**src/rtl/fsm_ctrl_pkg.sv**
```systemverilog
// Shared types and constants for the lab FSM sequencing controller.
package fsm_ctrl_pkg;

    localparam int STEP_CNT_W = 16;

    typedef enum logic [1:0] {
        IDLE_ST  = 2'd0,
        RUN_ST   = 2'd1,
        BURST_ST = 2'd2,
        LOAD_ST  = 2'd3
    } ctrl_state_e;

    localparam logic [1:0] MODE_HALT   = 2'd0;
    localparam logic [1:0] MODE_SINGLE = 2'd1;
    localparam logic [1:0] MODE_RUN    = 2'd2;
    localparam logic [1:0] MODE_BURST  = 2'd3;

    // Saturating increment for the display counter.
    function automatic logic [STEP_CNT_W-1:0] sat_inc(input logic [STEP_CNT_W-1:0] v);
        return (&v) ? v : v + STEP_CNT_W'(1);
    endfunction

endpackage

```
**src/rtl/btn_debounce.sv**
```systemverilog
// Push-button conditioner: 2-flop synchronizer, stability counter and a
// one-cycle press pulse on each accepted 0->1 transition.
module btn_debounce #(
    parameter int DB_CYCLES = 16
) (
    input  logic clk,
    input  logic reset,
    input  logic btn_i,
    output logic press_o
);

    localparam int DB_W = $clog2(DB_CYCLES + 1);

    logic            sync1_q, sync2_q;
    logic            level_q, level_d;
    logic            press_q, press_d;
    logic [DB_W-1:0] cnt_q, cnt_d;

    // Synchronizer and debounce state registers.
    always_ff @(posedge clk or posedge reset) begin
        if (reset) begin
            sync1_q <= 1'b0;
            sync2_q <= 1'b0;
            level_q <= 1'b0;
            press_q <= 1'b0;
            cnt_q   <= '0;
        end else begin
            sync1_q <= btn_i;
            sync2_q <= sync1_q;
            level_q <= level_d;
            press_q <= press_d;
            cnt_q   <= cnt_d;
        end
    end

    // Accept a new level only after it has differed for DB_CYCLES straight cycles.
    always_comb begin
        cnt_d   = cnt_q;
        level_d = level_q;
        press_d = 1'b0;
        if (sync2_q != level_q) begin
            if (cnt_q == DB_W'(DB_CYCLES - 1)) begin
                cnt_d   = '0;
                level_d = sync2_q;
                press_d = sync2_q;
            end else begin
                cnt_d = cnt_q + DB_W'(1);
            end
        end else begin
            cnt_d = '0;
        end
    end

    assign press_o = press_q;

endmodule

```
**src/rtl/fsm_step_ctrl.sv**
```systemverilog
// Step/reset sequencer for the lab Moore-machine cores: halt, single-step,
// free-run and counted-burst modes, plus FSM reload and a step counter.
module fsm_step_ctrl
    import fsm_ctrl_pkg::*;
#(
    parameter int CNT_W     = 24,
    parameter int DB_CYCLES = 16,
    parameter int BURST_W   = 8
) (
    input  logic                  clk,
    input  logic                  reset,
    input  logic [1:0]            mode,
    input  logic                  step_btn,
    input  logic [CNT_W-1:0]      rate,
    input  logic [BURST_W-1:0]    burst_len,
    input  logic                  start,
    input  logic                  load_req,
    output logic                  step_en,
    output logic                  fsm_reset,
    output logic                  busy,
    output logic                  done,
    output logic [STEP_CNT_W-1:0] step_count
);

    ctrl_state_e           state_q, state_d;
    logic [CNT_W-1:0]      div_q, div_d;
    logic [CNT_W-1:0]      rate_q, rate_d;
    logic [BURST_W-1:0]    burst_q, burst_d;
    logic                  step_en_q, step_en_d;
    logic                  fsm_reset_q, fsm_reset_d;
    logic                  done_q, done_d;
    logic                  busy_q, busy_d;
    logic [STEP_CNT_W-1:0] count_q, count_d;
    logic                  press;
    logic [CNT_W-1:0]      rate_eff;

    btn_debounce #(
        .DB_CYCLES(DB_CYCLES)
    ) u_btn (
        .clk    (clk),
        .reset  (reset),
        .btn_i  (step_btn),
        .press_o(press)
    );

    // A zero period would never wrap; run it as period 1.
    assign rate_eff = (rate == '0) ? CNT_W'(1) : rate;

    // Controller state and registered outputs.
    always_ff @(posedge clk or posedge reset) begin
        if (reset) begin
            state_q     <= IDLE_ST;
            div_q       <= '0;
            rate_q      <= '0;
            burst_q     <= '0;
            step_en_q   <= 1'b0;
            fsm_reset_q <= 1'b0;
            done_q      <= 1'b0;
            busy_q      <= 1'b0;
            count_q     <= '0;
        end else begin
            state_q     <= state_d;
            div_q       <= div_d;
            rate_q      <= rate_d;
            burst_q     <= burst_d;
            step_en_q   <= step_en_d;
            fsm_reset_q <= fsm_reset_d;
            done_q      <= done_d;
            busy_q      <= busy_d;
            count_q     <= count_d;
        end
    end

    // Next state and next outputs; load_req overrides everything, then mode changes.
    always_comb begin
        state_d     = state_q;
        div_d       = div_q;
        rate_d      = rate_q;
        burst_d     = burst_q;
        step_en_d   = 1'b0;
        fsm_reset_d = 1'b0;
        done_d      = 1'b0;
        count_d     = count_q;

        if (load_req) begin
            state_d     = LOAD_ST;
            fsm_reset_d = 1'b1;
            burst_d     = '0;
            div_d       = '0;
            count_d     = '0;
        end else begin
            unique case (state_q)
                IDLE_ST: begin
                    unique case (mode)
                        MODE_SINGLE: step_en_d = press;
                        MODE_RUN: begin
                            state_d = RUN_ST;
                            div_d   = '0;
                            rate_d  = rate_eff;
                        end
                        MODE_BURST: begin
                            if (start) begin
                                burst_d = burst_len;
                                if (burst_len == '0) done_d = 1'b1;
                                else                 state_d = BURST_ST;
                            end
                        end
                        default: ;
                    endcase
                end
                RUN_ST: begin
                    if (mode != MODE_RUN) begin
                        state_d = IDLE_ST;
                    end else if (div_q == rate_q - CNT_W'(1)) begin
                        // Period is re-sampled only at the wrap.
                        div_d     = '0;
                        rate_d    = rate_eff;
                        step_en_d = 1'b1;
                    end else begin
                        div_d = div_q + CNT_W'(1);
                    end
                end
                BURST_ST: begin
                    if (mode != MODE_BURST) begin
                        state_d = IDLE_ST;
                        burst_d = '0;
                    end else if (burst_q != '0) begin
                        step_en_d = 1'b1;
                        burst_d   = burst_q - BURST_W'(1);
                    end else begin
                        // Last strobe is on the wire this cycle; done follows it.
                        done_d  = 1'b1;
                        state_d = IDLE_ST;
                    end
                end
                LOAD_ST: state_d = IDLE_ST;
                default: state_d = IDLE_ST;
            endcase
        end

        busy_d = (state_d != IDLE_ST);
        if (step_en_d) count_d = sat_inc(count_q);
    end

    assign step_en    = step_en_q;
    assign fsm_reset  = fsm_reset_q;
    assign done       = done_q;
    assign busy       = busy_q;
    assign step_count = count_q;

endmodule

```
**config.mk**
```make
export PLATFORM = sky130hd
export DESIGN_NAME = fsm_step_ctrl
export DESIGN_NICKNAME = d
export VERILOG_FILES = /design/src/rtl/fsm_ctrl_pkg.sv /design/src/rtl/btn_debounce.sv /design/src/rtl/fsm_step_ctrl.sv
export SDC_FILE = /design/constraint.sdc
export NUM_CORES = 1
export LEC_CHECK = 0
export CAP_MARGIN = 30
export CELL_PAD_IN_SITES_DETAIL_PLACEMENT = 1
export CELL_PAD_IN_SITES_GLOBAL_PLACEMENT = 2
export CORE_UTILIZATION = 38
export DETAILED_ROUTE_END_ITERATION = 10
export GPL_TIMING_DRIVEN = 0
export PLACE_DENSITY_LB_ADDON = 0.1
export SLEW_MARGIN = 10
export SYNTH_ARGS = -nofsm -noshare
export SYNTH_HDL_FRONTEND = slang
export SYNTH_SLANG_ARGS = --single-unit
```
**constraint.sdc**
```tcl
create_clock -name clk -period 7.6 [get_ports clk]
set_input_delay 0.76 -clock clk [delete_from_list [all_inputs] [get_ports clk]]
set_output_delay 0.76 -clock clk [all_outputs]
set_load 0.005 [all_outputs]
```
# After elaboration in Yosys (flattened, before gate mapping)
# Index checks and enable logic that the tools add are counted.
# Widths: inputs -> output; s select.
word_totals:
  ff_bits: 87
  inputBits: 39
  elab_cells: 101
  output_inout_bits: 20
op_classes:
  n_eq_ne: 20
  bitwise: 1
  mux: 46
  reduce_logical: 15
  add_sub_neg: 5
op_table:
  columns: ["cell", "n"]
  rows:
  - ["$mux 24", 8]
  - ["$pmux 24 s2", 2]
  - ["$mux 16", 3]
  - ["$mux 8", 5]
  - ["$add 24x1->24 const B", 1]
  - ["$eq 24x24->1", 1]
  - ["$logic_not 24->1", 1]
  - ["$sub 24x1->24 const B", 1]
  - ["$add 16x1->16 const B", 1]
  - ["$pmux 8 s2", 1]
  - ["$reduce_and 16->1", 1]
  - ["$mux 1", 15]
  - ["$mux 2", 6]
  - ["$mux 5", 2]
  - ["$ne 2x2->1 const B", 5]
  - ["$eq 2x2->1 const B", 4]
  - ["$logic_not 8->1", 1]
  - ["$pmux 2 s4", 1]
  - ["$reduce_bool 8->1", 1]
  - ["$sub 8x1->8 const B", 1]
  - ["$ne 3x2->1 const B", 2]
  - ["$ne 3x3->1 const B", 2]
  - ["$reduce_bool 2->1", 3]
  - ["$reduce_bool 3->1", 2]
  - ["15 further kinds", 17]

# Depth between registers and ports, before layout
depth:
  word_depth: 8
  ltp_mapped: 13
  mapped_depth_nobuf: 11

# Modules after synthesis
# From an unflattened synthesis, not the netlist that was laid out.
hier_totals:
  hier_cells: 585
  area_unflattened_um2: 5456.5
by_module_without_submodules:
  columns: ["module", "cells_each", "area_each_um2", "seq_area_each_um2", "instances"]
  rows:
  - ["fsm_step_ctrl", 559, 5117.4, 1951.9, 1]
  - ["btn_debounce", 26, 339.1, 225.2, 1]

# Least setup slack after synthesis
# No wires, ideal clock.
synth_timing:
  kind: "register to register"
  startpoint: "register rate_q[0]"
  endpoint: "register rate_q[23]"
  arrival_time_ns: 3.365
  required_time_ns: 7.473
  synth_period_minus_slack_ns: 3.492
  path_stages_with_launch: 13
  path_buffers: 2
  slack_ns: 4.108
  cell_sequence: "dfrtp_1 -> inv_1 -> ha_1 -> nor4b_4 -> nand4_2 -> or4_1 -> a211oi_1 -> nand4_1 -> o41ai_2 -> nor3b_2 -> buf_4 -> buf_6 -> mux2_1"
synth_between:
  elab_chain_cells: 4
synth_lines:
  columns: ["item", "line_no", "rtl"]
  rows:
  - ["from (decl)", "fsm_step_ctrl.sv:27", "logic [CNT_W-1:0] rate_q, rate_d;"]
  - ["from (signal assigned)", "fsm_step_ctrl.sv:64", "rate_q <= rate_d;"]
  - ["$sub 24x1->24", "fsm_step_ctrl.sv:114", "end else if (div_q == rate_q - CNT_W'(1)) begin"]
  - ["$eq 24x24->1", "fsm_step_ctrl.sv:114", null]
  - ["$ne 2x2->1 (no line)", null, null]
  - ["$reduce_and 5->1 (no line)", null, null]
# No other way between the ends.
# A chain may end at the register's enable or synchronous reset.

# Worst setup path in the final report
# Same ends and word-level chain as after synthesis.

==> results.sh <==
export IMPL_outcome="finished clean"
export IMPL_crit_path_end_kind="register"
export IMPL_viasPerCell=5.70
export IMPL_wl_um=15400
export IMPL_finClkSkew_ns=0.00715
export IMPL_synth_main_ff_cell="dfrtp_1"
export IMPL_hold_path_class="reg -> reg"
export IMPL_synth_area_um2=5290
export IMPL_setup_viol=0
export IMPL_top_usage_layer="met2"
export IMPL_layout_nets=683
export IMPL_max_slew_margin_rel_pct=39.0
export IMPL_die_h_um=120
export IMPL_maxCapViolCount=0
export IMPL_final_cell_area_um2=6420
export IMPL_wl_per_cell_um=18.7
export IMPL_rsz0062_at_grt="no"
export IMPL_clock_latency_ns=0.35
export IMPL_fin_crit_sh_pct=54.8
export IMPL_synth_edf_count=0
export IMPL_drt_pre_antenna_iters=4
export IMPL_cts_setup_buffers=0
export IMPL_drt_initial_drc_count=218
export IMPL_initial_core_util_pct=39.5
export IMPL_place_area_um2=6120
export IMPL_fp_dieW_um=120
export IMPL_fmax_mhz=240
export IMPL_grt_use_total_pct=23.0
export IMPL_grtUsageMet2_pct=37.2
export IMPL_cts_tree="done"
export IMPL_startpoint_type="register"
export IMPL_crit_arrival_ns=4.40
export IMPL_cts_repair_resized=0
export IMPL_vias=4678
export IMPL_core_area_um2=13400
export IMPL_utilization_pct=47.9
export IMPL_clockBufferDepth=2
export IMPL_vdd_ir_drop_max_mv=0.129
export IMPL_ys_ff_latch=87
export IMPL_ys_warn_count=0
export IMPL_numCtsBuffers=9
export IMPL_nFillCells=1548
export IMPL_setup_tns_ns=0
export IMPL_dp_final_hpwl_um=11500
export IMPL_drc=0
export IMPL_area_growth_pct=21.4
export IMPL_p_per_area_nw_per_um2=205
export IMPL_clock_sinks=87
export IMPL_clock_root_buffer="clkbuf_16"
export IMPL_max_slew_worst_pin_slew_ns=0.908
export IMPL_grt_pass1_wl_um=25700
export IMPL_synthesis_nets=613
export IMPL_htree_levels=3
export IMPL_slew_violations=0
export IMPL_antenna_found_initial=0
export IMPL_yosysUniqueCellTypes=65
export IMPL_grt_pass1_vias=4944
export IMPL_antenna_cells=0
export IMPL_leakagePower_uw=0.00249
export IMPL_die_area_um2=14400
export IMPL_grt_overflow=0
export IMPL_io_buffers=58
export IMPL_grt_max_degree=50
export IMPL_ys_async_sr_fraction_pct=100
export IMPL_final_hold_viol_count=0
export IMPL_path_class="reg -> reg"
export IMPL_rows=42
export IMPL_finalCriticalPeriod_ns=4.16
export IMPL_cp_max_fo=10
export IMPL_globalplace_congestion=0.798
export IMPL_grt_util_met3_pct=2.52
export IMPL_critPathRequiredTime_ns=7.83
export IMPL_ios=59
export IMPL_avgSynthCellArea_um2=9.29
export IMPL_clkTransAtPathRegs_ns=0.07
export IMPL_grt_util_met1_pct=31.3
export IMPL_drive_gt1_share_pct=6.37
export IMPL_hold_buffers=0
export IMPL_ys_seq_area_share_pct=41.2
export IMPL_ant_nets=0
export IMPL_syn_inst=569
## critical path, cell delays in order, from the launching register on
cell       delay (ns)
dfrtp_1          0.44
inv_1            0.13
ha_1             0.31
or4b_1           0.57
o21ai_0          0.20
nand4_1          0.14
a2111oi_1        0.56
nand4_1          0.19
o41ai_2          0.51
nor3b_2          0.24
buf_4            0.23
buf_6            0.18
mux2_1           0.33
## layout by cell type (no fill, tap or decap), types with 6 or more instances in the layout
cell,count
dfrtp_1,87
a21oi_1,34
mux2_1,20
a211oi_1,8
and2_1,8
and3_1,15
o21ai_0,10
xnor2_1,24
nand2b_1,17
a31oi_1,17
nand4_1,9
or4_1,14
nor4_1,14
inv_1,16
nor3b_1,6
nor2_1,31
nand2_1,45
o21ai_1,14
clkdlybuf4s50_1,58
nand3_1,21
o31ai_1,15
or3_1,9
xor2_1,11
clkbuf_16,9
clkbuf_1,19
nor3_1,16
a22oi_1,9
## registers in the layout, summed over array words and instances (netlist names)
| register | cells |
|---|---|
| u_btn.sync1_q | 1 |
| u_btn.press_o | 1 |
| u_btn.level_q | 1 |
| u_btn.sync2_q | 1 |
| busy | 1 |
| burst_q | 8 |
| step_count | 16 |
| div_q | 24 |
| u_btn.cnt_q | 5 |
| state_q | 2 |
| fsm_reset | 1 |
| step_en | 1 |
| rate_q | 24 |
| done | 1 |
## cell type report
| class | count | area [um2] | share of cell area [%] |
|---|---|---|---|
| plain buffers | 28 | 146 | 2.28 |
| clock buffers | 11 | 243 | 3.78 |
| clock inverters | 5 | 56.3 | 0.877 |
| inverters | 17 | 66.3 | 1.03 |
| multi-input cells | 437 | 2900 | 45.2 |
| flip-flops and latches | 87 | 2180 | 33.9 |
| well taps | 176 | 220 | 3.43 |
| repair buffers | 59 | 608 | 9.47 |
## synth_stat cells (14+ instances only)
cell,number,area share (%)
a21oi_1,34,3.2
nand2_1,45,3.2
a31oi_1,17,2.0
inv_1,17,1.2
nand2b_1,17,2.0
clkbuf_1,18,1.3
nand3_1,21,2.0
mux2_1,20,4.3
o31ai_1,15,2.1
and3_1,15,1.8
o21ai_1,14,1.3
nor3_1,16,1.5
nor4_1,14,1.7
or4_1,14,2.0
dfrtp_1,87,41
xnor2_1,24,4.0
nor2_1,31,2.2
## path summary, 6_finish.rpt
| path | startpoint | endpoint | slack, ns | cells past startpoint |
|---|---|---|---|---|
| max | rate_q[0] | rate_q[23] | 3.44 | 12 |
| min | u_btn.sync1_q | u_btn.sync2_q | 0.35 | 0 |
| max reg2reg | rate_q[0] | rate_q[23] | 3.44 | 12 |
| min reg2reg | u_btn.sync1_q | u_btn.sync2_q | 0.35 | 0 |
| max in group asynchronous | reset | fsm_reset | 6.15 | 3 |
| min in group asynchronous | reset | rate_q[9] | 0.81 | 2 |
## layer usage
| layer | part of all wire, % | routed length [um] |
|---|---|---|
| met1 | 48 | 7420 |
| met2 | 47 | 7170 |
| met3 | 3.0 | 466 |
| met4 | 2.0 | 305 |
| met5 | 0 | 0 |
## kinds of logic (layout without fill, tap and decap cells)
group | Yosys count | in the layout | share of synthesized area, %
AOI/OAI and AO/OA | 133 | 133 | 16.3
xor gates and xnor gates | 35 | 35 | 5.80
adders and majority gates | 5 | 5 | 1.18
buffers and inverters | 45 | 120 | 3.97
DFF | 87 | 87 | 41.2
muxes | 24 | 24 | 5.04
and+or+nand+nor | 240 | 240 | 26.5
## power by group
group	internal, uW	switching (uW)
logic	134	168
registers	503	52.3
clock network	264	197
total	900	416
## metrics by stage
| stage | hold slack (ns) | power (uW) | std cells | worst slack, ns |
|---|---|---|---|---|
| floorplan | 0.331 | 763 | 569 | 4.11 |
| finish | 0.355 | 1320 | 820 | 3.44 |
| CTS | 0.359 | 1330 | 820 | 3.38 |
| detailed placement | 0.344 | 864 | 804 | 3.39 |
| global route | 0.370 | 1380 | 820 | 3.13 |
| global placement | 0.336 | 849 | 803 | 2.96 |
Note: power is estimated with default switching activity, not from simulation.
